--- src/rtl/pipeline_hazard_ctrl.sv ---
// Stall/flush sequencer for the five-stage pipeline.
// Derives PC and pipeline-register enables/flushes from cache status, load-use
// hazards, MEM-stage redirects and halt progress. It also owns the halt-drain
// sequence and two saturating performance counters.
//
// state  | meaning
// -------+-----------------------------------------------------------
// RUN    | normal operation, hazard priority mem_busy > redirect > halt > load_use > ~ihit
// DRAIN  | halt seen in EX; younger instructions are killed until halt reaches WB
// HALTED | processor stopped; everything frozen until reset
//
// A cycle counts as a stall whenever the PC is held outside HALTED (mem_busy,
// load_use, ~ihit, and the drain cycles including the DRAIN entry cycle).

module pipeline_hazard_ctrl #(
    parameter int CNT_W = 32
) (
    input  logic             CLK,
    input  logic             nRST,
    input  logic             ihit,
    input  logic             dhit,
    input  logic             dREN_EX_MEM,
    input  logic             dWEN_EX_MEM,
    input  logic             dREN_ID_EX,
    input  logic [4:0]       Rt_ID_EX,
    input  logic [4:0]       Rs_IF_ID,
    input  logic [4:0]       Rt_IF_ID,
    input  logic             redirect_EX_MEM,
    input  logic             halt_ID_EX,
    input  logic             halt_MEM_WB,
    output logic             pc_enable,
    output logic             enable_IF_ID,
    output logic             enable_ID_EX,
    output logic             enable_EX_MEM,
    output logic             enable_MEM_WB,
    output logic             flush_IF_ID,
    output logic             flush_ID_EX,
    output logic             flush_EX_MEM,
    output logic             flush_MEM_WB,
    output logic             halted,
    output logic [CNT_W-1:0] stall_count,
    output logic [CNT_W-1:0] flush_count
);

    typedef enum logic [1:0] {
        RUN    = 2'd0,
        DRAIN  = 2'd1,
        HALTED = 2'd2
    } state_t;

    state_t           state_q, state_d;
    logic             halted_q, halted_d;
    logic [CNT_W-1:0] stall_count_q, stall_count_d;
    logic [CNT_W-1:0] flush_count_q, flush_count_d;

    logic mem_busy;
    logic load_use;
    logic stall_sel;
    logic flush_sel;

    assign mem_busy = (dREN_EX_MEM | dWEN_EX_MEM) & ~dhit;
    assign load_use = dREN_ID_EX & (Rt_ID_EX != 5'd0) &
                      ((Rt_ID_EX == Rs_IF_ID) | (Rt_ID_EX == Rt_IF_ID));

    // Next state and pipeline controls, highest-priority hazard wins.
    always_comb begin
        pc_enable     = 1'b1;
        enable_IF_ID  = 1'b1;
        enable_ID_EX  = 1'b1;
        enable_EX_MEM = 1'b1;
        enable_MEM_WB = 1'b1;
        flush_IF_ID   = 1'b0;
        flush_ID_EX   = 1'b0;
        flush_EX_MEM  = 1'b0;
        flush_MEM_WB  = 1'b0;
        stall_sel     = 1'b0;
        flush_sel     = 1'b0;
        state_d       = state_q;

        case (state_q)
            RUN, DRAIN: begin
                if (mem_busy) begin
                    // freeze everything upstream of MEM, bubble into WB
                    pc_enable     = 1'b0;
                    enable_IF_ID  = 1'b0;
                    enable_ID_EX  = 1'b0;
                    enable_EX_MEM = 1'b0;
                    flush_MEM_WB  = 1'b1;
                    stall_sel     = 1'b1;
                end else if (redirect_EX_MEM) begin
                    // target is loaded even if the fetch is still pending;
                    // a halt in ID/EX is squashed with the rest
                    flush_IF_ID   = 1'b1;
                    flush_ID_EX   = 1'b1;
                    flush_EX_MEM  = 1'b1;
                    flush_sel     = 1'b1;
                end else if ((state_q == DRAIN) || halt_ID_EX) begin
                    pc_enable     = 1'b0;
                    flush_IF_ID   = 1'b1;
                    flush_ID_EX   = 1'b1;
                    stall_sel     = 1'b1;
                    if (state_q == RUN) begin
                        state_d = DRAIN;
                    end
                end else if (load_use) begin
                    // one bubble: the load leaves EX on this edge
                    pc_enable     = 1'b0;
                    enable_IF_ID  = 1'b0;
                    flush_ID_EX   = 1'b1;
                    stall_sel     = 1'b1;
                end else if (!ihit) begin
                    pc_enable     = 1'b0;
                    flush_IF_ID   = 1'b1;
                    stall_sel     = 1'b1;
                end

                if ((state_q == DRAIN) && halt_MEM_WB) begin
                    state_d = HALTED;
                end
            end
            HALTED: begin
                pc_enable     = 1'b0;
                enable_IF_ID  = 1'b0;
                enable_ID_EX  = 1'b0;
                enable_EX_MEM = 1'b0;
                enable_MEM_WB = 1'b0;
            end
            default: begin
                state_d = RUN;
            end
        endcase
    end

    // Saturating counters and registered halt flag.
    always_comb begin
        halted_d      = (state_d == HALTED);
        stall_count_d = stall_count_q;
        flush_count_d = flush_count_q;
        if (stall_sel && (stall_count_q != {CNT_W{1'b1}})) begin
            stall_count_d = stall_count_q + CNT_W'(1);
        end
        if (flush_sel && (flush_count_q != {CNT_W{1'b1}})) begin
            flush_count_d = flush_count_q + CNT_W'(1);
        end
    end

    // State and counter registers.
    always_ff @(posedge CLK or negedge nRST) begin
        if (!nRST) begin
            state_q       <= RUN;
            halted_q      <= 1'b0;
            stall_count_q <= '0;
            flush_count_q <= '0;
        end else begin
            state_q       <= state_d;
            halted_q      <= halted_d;
            stall_count_q <= stall_count_d;
            flush_count_q <= flush_count_d;
        end
    end

    assign halted      = halted_q;
    assign stall_count = stall_count_q;
    assign flush_count = flush_count_q;

endmodule
--- config.mk ---
export PLATFORM = sky130hd
export DESIGN_NAME = pipeline_hazard_ctrl
export DESIGN_NICKNAME = d
export VERILOG_FILES = /design/src/rtl/pipeline_hazard_ctrl.sv
export SDC_FILE = /design/constraint.sdc
export NUM_CORES = 1
export LEC_CHECK = 0
export CORE_UTILIZATION = 41
export DETAILED_ROUTE_END_ITERATION = 10
export PLACE_DENSITY = 0.71
export SETUP_SLACK_MARGIN = 0.02
export SKIP_CTS_REPAIR_TIMING = 1
export SLEW_MARGIN = 25
export SYNTH_ARGS = -nofsm -noshare
export SYNTH_HDL_FRONTEND = slang
export SYNTH_SLANG_ARGS = --single-unit
--- constraint.sdc ---
create_clock -name CLK -period 3 [get_ports CLK]
set_input_delay 0.75 -clock CLK [delete_from_list [all_inputs] [get_ports CLK]]
set_output_delay 0.75 -clock CLK [all_outputs]
set_load 0.02 [all_outputs]
# After elaboration in Yosys (flattened, before gate mapping)
# Cells that the tools add are included.
[totals]
elab_cells = 67
register_bits = 67
[op_classes]
bitwise = 6
muxes = 41
n_addsub = 2
n_eq_ne = 7
n_reduce_logical = 7
[op_table]
columns = ["op", "count"]
rows = [
  ["$add A32 B1 Y32 const B", 2],
  ["$ne A32 B32 Y1 const B", 2],
  ["$mux W1", 32],
  ["$eq A5 B5 Y1", 2],
  ["$mux W2", 5],
  ["$pmux W1 S2", 3],
  ["$reduce_bool A5 Y1", 1],
  ["$eq A2 B2 Y1 const B", 2],
  ["$pmux W2 S2", 1],
  ["$and A1 B1 Y1", 3],
  ["$logic_and A1 B1 Y1", 3],
  ["$eq A2 B1 Y1 const B", 1],
  ["$logic_not A2 Y1", 1],
  ["$or A1 B1 Y1", 2],
  ["$reduce_or A2 Y1", 1],
  ["$logic_or A1 B1 Y1", 1],
  ["$not A1 Y1", 1],
]

# Depth between registers and ports, before layout
# Gate-level depths: netlist (run 1).
[depth]
word_depth = 9
ltp_mapped = 7
ltp_nobuf = 7

# Worst setup path before layout (run 1)
# Ideal clock, no wire load.
[synth_timing]
path_type = "input-to-reg"
startpoint = "input port dWEN_EX_MEM"
endpoint = "register stall_count_q[1], in the netlist stall_count[1]"
t_required_ps = 2875
slack_ps = 583
t_arrival_ps = 2292
cell_stages = 7
path_buffers = 1
path_cell_list = "o21bai_1 nor2_1 a311o_1 o21ai_0 clkbuf_1 nor2_2 mux2_4"
[synth_via]
elab_chain_len = 5
[synth_rtl]
columns = ["item", "line_no", "rtl"]
rows = [
  ["start: declaration", "23", "input logic dWEN_EX_MEM,"],
  ["$or A1 B1 Y1", "61", "assign mem_busy = (dREN_EX_MEM | dWEN_EX_MEM) & ~dhit;"],
  ["$and A1 B1 Y1", "61", ""],
  ["$mux W1", "82", "if (mem_busy) begin"],
  ["$mux W1", "80", "case (state_q)"],
  ["$logic_and A1 B1 Y1", "139", "if (stall_sel && (stall_count_q != {CNT_W{1'b1}})) begin"],
  ["end signal: assignment", "157", "stall_count_q <= stall_count_d;"],
  ["end: declaration", "53", "logic [CNT_W-1:0] stall_count_q, stall_count_d;"],
]
# Every way passes these cells.
# A chain may end at the register's enable or synchronous reset.

# Final worst setup path (run 1)
[layout_timing]
startpoint = "input port Rt_IF_ID[0]"
endpoint = "output port flush_IF_ID"
[layout_via]
elab_chain_len = 8
[layout_rtl]
columns = ["item", "line_no", "rtl"]
rows = [
  ["start: declaration", "27", "input logic [4:0] Rt_IF_ID,"],
  ["$eq A5 B5 Y1", "63", "((Rt_ID_EX == Rs_IF_ID) | (Rt_ID_EX == Rt_IF_ID));"],
  ["$or A1 B1 Y1", "63", ""],
  ["$and A1 B1 Y1", "62", "assign load_use = dREN_ID_EX & (Rt_ID_EX != 5'd0) &"],
  ["$mux W1", "105", "end else if (load_use) begin"],
  ["$mux W1", "97", "end else if ((state_q == DRAIN) || halt_ID_EX) begin"],
  ["$mux W1", "90", "end else if (redirect_EX_MEM) begin"],
  ["$mux W1", "82", ""],
  ["$mux W1", "80", ""],
  ["end: declaration", "36", "output logic flush_IF_ID,"],
]
# Every way passes these cells.

==> results of run 1 <==
## layer usage
layer	share of wire	routed length [um]	vias up	track usage
met5	0	0	-	0
met4	0.016	124	0	0.0795
met3	0.053	408	12	0.0374
met2	0.48	3700	89	0.301
met1	0.45	3480	1378	0.252
li1	-	-	1418	-
## power by group through the flow
| stage | sequential (uW) | clock (uW) | combinational, uW |
|---|---|---|---|
| global route | 1270 | 799 | 1130 |
| detailed placement | 1250 | 0 | 1070 |
| global placement | 1250 | 0 | 1050 |
| CTS | 1240 | 763 | 1080 |
| floorplan | 1390 | 0 | 380 |
| finish | 1240 | 738 | 1060 |
## area by class of cell
type | instances | area (um2)
Tap cell | 102 | 128
Timing Repair Buffer | 113 | 1130
Multi-Input combinational cell | 254 | 1690
Fill cell | 690 | 3070
Sequential cell | 67 | 1680
Clock buffer | 11 | 141
Inverter | 10 | 37.5
Clock inverter | 5 | 52.6
## final timing paths
path                                               end  slack, ns  cells past startpoint
max in group asynchronous  stall_count[13]$_DFFE_PN0P_       2.28                      2
min                         stall_count[8]$_DFFE_PN0P_       0.41                      2
max                                        flush_IF_ID       0.09                      8
min reg2reg                 stall_count[4]$_DFFE_PN0P_       0.49                      1
max reg2reg                 stall_count[1]$_DFFE_PN0P_       0.77                      6
min in group CLK            stall_count[4]$_DFFE_PN0P_       0.49                      1
## stage by stage
step / hold WS, ns / setup TNS, ns / area [um2] / power [uW] / instances
after floorplan: 0.454 / 0 / 3430 / 1770 / 338
after global placement: 0.472 / -1.70 / 4620 / 2300 / 545
after detailed placement: 0.479 / -1.99 / 4620 / 2320 / 545
after CTS: 0.430 / -2.04 / 4820 / 3080 / 561
after global routing: 0.446 / 0 / 4860 / 3190 / 562
final: 0.409 / 0 / 4860 / 3030 / 562
## critical path, stage by stage
cell,delay (ns)
clkdlybuf4s50_1,0.49
xnor2_1,0.12
nand2_1,0.08
o22ai_2,0.21
and3_4,0.22
o21a_1,0.10
nor2_1,0.03
buf_2,0.15
## placed cells by master, fill, tap and decap left out, types with 3 or more instances in the layout
cell type / netlist / final
nand2_1: 35 / 35
clkbuf_8: 0 / 10
nor2_1: 21 / 21
clkdlybuf4s50_1: 0 / 84
nand4_1: 14 / 14
a21oi_1: 6 / 6
and2_1: 3 / 3
dfrtp_1: 67 / 67
buf_4: 1 / 13
and4_1: 6 / 6
nand3_1: 21 / 21
nor3_1: 18 / 18
nor4_1: 11 / 11
nand2b_1: 3 / 3
nor4b_1: 4 / 4
and3_1: 10 / 9
xnor2_1: 33 / 33
inv_1: 9 / 9
clkinv_2: 0 / 3
xor2_1: 38 / 38
or3_1: 3 / 3
dlymetal6s2s_1: 0 / 11
## cell families after synthesis
logic type | count (synthesis) | synth area share
multiplexers | 2 | 0.00766
AO/OA/AOI/OAI | 17 | 0.0306
buffers and inverters | 17 | 0.0241
flip-flops | 67 | 0.489
adder cells (fa/ha/maj) | 2 | 0.00730
AND/OR/NAND/NOR | 162 | 0.260
XOR/XNOR | 71 | 0.181
## state kept, by name (all words and copies together), names as in the netlist
signal,count
state_q,2
stall_count,32
flush_count,32
halted,1
==> impl_metrics.env, run 1 <==
export IMPL_root_buffer="clkbuf_8"
export IMPL_worst_pin_slew_ns=0.626
export IMPL_hold_violations=0
export IMPL_fin_ws_ns=0.0889
export IMPL_max_freq_mhz=344
export IMPL_worstPathRequired_ns=2.25
export IMPL_synth_avg_cell_area_um2=10.1
export IMPL_vias=2897
export IMPL_h_tree_depth=3
export IMPL_crit_arrival_ns=2.16
export IMPL_fin_nets=482
export IMPL_path_max_fanout=3
export IMPL_insertion_delay_ns=0.34
export IMPL_dp_hpwl_um=5720
export IMPL_drtIter0Drc=178
export IMPL_irDropWorstVdd_mv=0.383
export IMPL_p_switching_uw=1060
export IMPL_track_usage=0.189
export IMPL_period_needed_ns=2.91
export IMPL_dr_pass1_iters=4
export IMPL_dieWidth_um=93.5
export IMPL_syn_num_nets=365
export IMPL_synth_top_cells_by_area="dfrtp_1, xor2_1, xnor2_1"
export IMPL_cp_start_kind="primary input"
export IMPL_clockBufferDepth=2
export IMPL_r2r_start="stall_count[11]$_DFFE_PN0P_"
export IMPL_cts_tree="done"
export IMPL_slew_viol_final=0
export IMPL_io_pin_count=99
export IMPL_crit_type="in -> out"
export IMPL_io_buffers=98
export IMPL_relSlewSlack=0.579
export IMPL_dp_slack_ns=-0.430
export IMPL_seq_power_share=0.408
export IMPL_drive_above_1_share=0.102
export IMPL_comb_power_share=0.348
export IMPL_antennaDiodeCount=0
export IMPL_drt_antenna_violating_nets=0
export IMPL_cts_sinks=67
export IMPL_ys_types=41
export IMPL_synth_top_area_frac=0.489
export IMPL_status="finished clean"
export IMPL_synth_seq_area_share=0.489
export IMPL_synth_edf_count=0
export IMPL_crit_start="Rt_IF_ID[0]"
export IMPL_cap_viol_max_count=0
export IMPL_first_global_vias=2787
export IMPL_cts_inserted_buffers=9
export IMPL_p_clk_frac=0.244
export IMPL_rsz0062_at_grt="false"
export IMPL_grt_start_max_net_pins=68
export IMPL_powerDensity_mw_per_mm2=624
export IMPL_start_util=0.433
export IMPL_gr_total_overflow=0
export IMPL_fp_row_count=32
export IMPL_synthToLayoutAreaGrowth_pct=41.7
export IMPL_finalWirelength_um=7720
export IMPL_gp_congestion=0.872
export IMPL_synthArstFlopShare=1.00
export IMPL_antenna_found_initial=0
export IMPL_grt_pass1_wl_um=12900
export IMPL_synth_commonest_cells="dfrtp_1, xor2_1, nand2_1, xnor2_1"
export IMPL_drc=0
export IMPL_die_y_um=93.5
export IMPL_core_mm2=0.00793
export IMPL_hold_path_class="in -> async"
export IMPL_fin_crit_sh=0.970
export IMPL_internal_power_uw=1980
export IMPL_skew_ns=0.0118
export IMPL_syn_inst=338
export IMPL_routed_via_density=5.15
export IMPL_setup_viol=0
export IMPL_synth_top_area_cell="dfrtp_1"
export IMPL_post_drt_wl_per_cell_um=13.7
export IMPL_die_area_mm2=0.00873
export IMPL_cp_end_kind="primary output"
export IMPL_clk_pin_slew_worst_paths_ns=0.08
export IMPL_utilization=0.613
export IMPL_ys_seq_elements=67
export IMPL_p_leak_uw=0.00217
export IMPL_yosys_most_used_dff="dfrtp_1"
export IMPL_synth_warnings=0
export IMPL_synth_most_common_cell="dfrtp_1"
export IMPL_synth_area_mm2=0.00343
export IMPL_switching_share=0.348
No activity file was read; power rests on OpenSTA's default activity.
==> inputs of run 2 (changes only) <==
--- a/config.mk
+++ b/config.mk
@@ -8,6 +8,7 @@
 export CORE_UTILIZATION = 41
 export DETAILED_ROUTE_END_ITERATION = 10
 export PLACE_DENSITY = 0.71
+export RECOVER_POWER = 50
 export SETUP_SLACK_MARGIN = 0.02
 export SKIP_CTS_REPAIR_TIMING = 1
 export SLEW_MARGIN = 25
==> impl_metrics.env, run 2 (same netlist as run 1, synthesis figures left out) <==
export IMPL_status="finished, violations left"
export IMPL_violations="max-capacitance violations, max-slew violations"
export IMPL_h_tree_depth=3
export IMPL_die_y_um=93.5
export IMPL_finalWirelength_um=7700
export IMPL_skew_ns=0.0120
export IMPL_gp_congestion=0.872
export IMPL_max_freq_mhz=344
export IMPL_post_drt_wl_per_cell_um=13.7
export IMPL_post_place_cells=545
export IMPL_cp_start_kind="primary input"
export IMPL_io_buffers=98
export IMPL_nFillCells=692
export IMPL_drive_above_1_share=0.0978
export IMPL_dp_hpwl_um=5720
export IMPL_critical_path_depth=8
export IMPL_p_switching_uw=1050
export IMPL_synthToLayoutAreaGrowth_pct=41.0
export IMPL_gr_total_overflow=0
export IMPL_cap_viol_max_count=1
export IMPL_setup_viol=0
export IMPL_drtIter0Drc=175
export IMPL_fp_row_count=32
export IMPL_timing_setup_tns_ns=0
export IMPL_antenna_found_initial=0
export IMPL_irDropWorstVdd_mv=0.382
export IMPL_critPathBufInv=2
export IMPL_whs_path_depth=1
export IMPL_vias=2905
export IMPL_powerDensity_mw_per_mm2=621
export IMPL_core_mm2=0.00793
export IMPL_cts_inserted_buffers=9
export IMPL_p_leak_uw=0.00222
export IMPL_fin_nets=482
export IMPL_die_area_mm2=0.00873
export IMPL_cts_tree="done"
export IMPL_root_buffer="clkbuf_8"
export IMPL_slew_viol_final=68
export IMPL_cp_end_kind="primary output"
export IMPL_grt_pass1_wl_um=12900
export IMPL_insertion_delay_ns=0.34
export IMPL_mostFrequentLayoutCell="dfrtp_1"
export IMPL_fin_crit_sh=0.970
export IMPL_crit_chain="clkdlybuf4s50_1, xnor2_1, nand2_1, o22ai_2, and3_4, o21a_1, nor2_1, buf_2"
export IMPL_register_area_mm2=0.00168
export IMPL_grt_start_max_net_pins=68
export IMPL_seq_power_share=0.411
export IMPL_drc=0
export IMPL_first_global_vias=2787
export IMPL_period_needed_ns=2.91
export IMPL_regToRegSetupSlack_ns=0.77
export IMPL_drt_antenna_violating_nets=0
export IMPL_clockBufferDepth=2
export IMPL_antennaDiodeCount=0
export IMPL_worst_pin_slew_ns=1.63
export IMPL_routed_via_density=5.17
export IMPL_final_cell_mix="dfrtp_1, clkdlybuf4s50_1, xor2_1"
export IMPL_hold_path_class="reg -> reg"
export IMPL_clk_pin_slew_worst_paths_ns=0.07
export IMPL_comb_power_share=0.343
export IMPL_io_pin_count=99
export IMPL_rsz0062_at_grt="false"
export IMPL_worstPathRequired_ns=2.25
export IMPL_switching_share=0.351
export IMPL_internal_power_uw=1950
export IMPL_crit_slowest_cell="clkdlybuf4s50_1"
export IMPL_dr_pass1_iters=4
export IMPL_dieWidth_um=93.5
export IMPL_crit_type="in -> out"
export IMPL_multi_input_area_mm2=0.00169
export IMPL_reg2reg_depth=6
export IMPL_relSlewSlack=-0.0852
export IMPL_crit_family="buffers and inverters"
export IMPL_cts_sinks=67
export IMPL_crit_arrival_ns=2.16
export IMPL_start_util=0.433
export IMPL_final_cells=562
export IMPL_track_usage=0.189
export IMPL_path_max_fanout=3
export IMPL_slowest_delay_ns=0.49
export IMPL_hold_violations=0
export IMPL_p_clk_frac=0.246
-- run 2: cell types whose count changed in the layout (fill, tap and decap cells not counted) --
| cell | delta |
|---|---|
| buf_12 | -1 |
| buf_4 | -1 |
| clkbuf_1 | +1 |
| clkbuf_2 | +1 |
| clkdlybuf4s50_1 | -33 |
| dlygate4sd3_1 | +33 |
| o21bai_1 | +1 |
| o21bai_2 | -1 |
-- run 2: power by group through the flow --
stage | sequential, uW | clock (uW) | combinational (uW)
2_1_floorplan | 1390 | 0 | 380
3_3_place_gp | 1250 | 0 | 1050
3_5_place_dp | 1250 | 0 | 1070
4_1_cts | 1240 | 763 | 1080
5_1_grt | 1270 | 799 | 1100
6_report | 1240 | 738 | 1030
-- run 2: worst register-to-register path, delay by kind of cell, from the launching register on --
kind	cells	cell delay, ns
and+or+nand+nor	4	1.10
DFF	1	0.47
muxes	1	0.29
buffers and inverters	1	0.25
-- run 2: through the flow --
step | total power [uW] | hold slack (ns) | worst slack [ns] | instance area (um2) | utilization
6_report | 3000 | 0.484 | 0.0906 | 4840 | 0.610
5_1_grt | 3170 | 0.507 | 0.00626 | 4840 | 0.610
4_1_cts | 3080 | 0.430 | -0.428 | 4820 | 0.607
3_5_place_dp | 2320 | 0.479 | -0.430 | 4620 | 0.583
3_3_place_gp | 2300 | 0.472 | -0.399 | 4620 | 0.583
2_1_floorplan | 1770 | 0.454 | 0.583 | 3430 | -
-- run 2: final cells by class --
| cell class | instances | area share |
|---|---|---|
| inverter | 10 | 0.00776 |
| tap | 102 | 0.0264 |
| multi-input combinational | 254 | 0.349 |
| timing repair buffer | 113 | 0.230 |
| sequential | 67 | 0.347 |
| clock buffer | 11 | 0.0292 |
| clock inverter | 5 | 0.0109 |
-- run 2: per-layer routing --
| metal | track usage | part of all wire |
|---|---|---|
| met1 | 0.252 | 0.45 |
| met2 | 0.301 | 0.47 |
| met3 | 0.0374 | 0.055 |
| met5 | 0 | 0 |
| met4 | 0.0795 | 0.016 |
-- run 2: worst paths after layout --
kind	start	end
worst max register to register	stall_count[11]$_DFFE_PN0P_	stall_count[1]$_DFFE_PN0P_
min in group asynchronous	nRST	stall_count[5]$_DFFE_PN0P_
worst min-delay path	stall_count[4]$_DFFE_PN0P_	stall_count[4]$_DFFE_PN0P_
max in group asynchronous	nRST	state_q[1]$_DFF_PN0_
worst min register to register	stall_count[4]$_DFFE_PN0P_	stall_count[4]$_DFFE_PN0P_
worst max-delay path	Rt_IF_ID[0]	flush_IF_ID
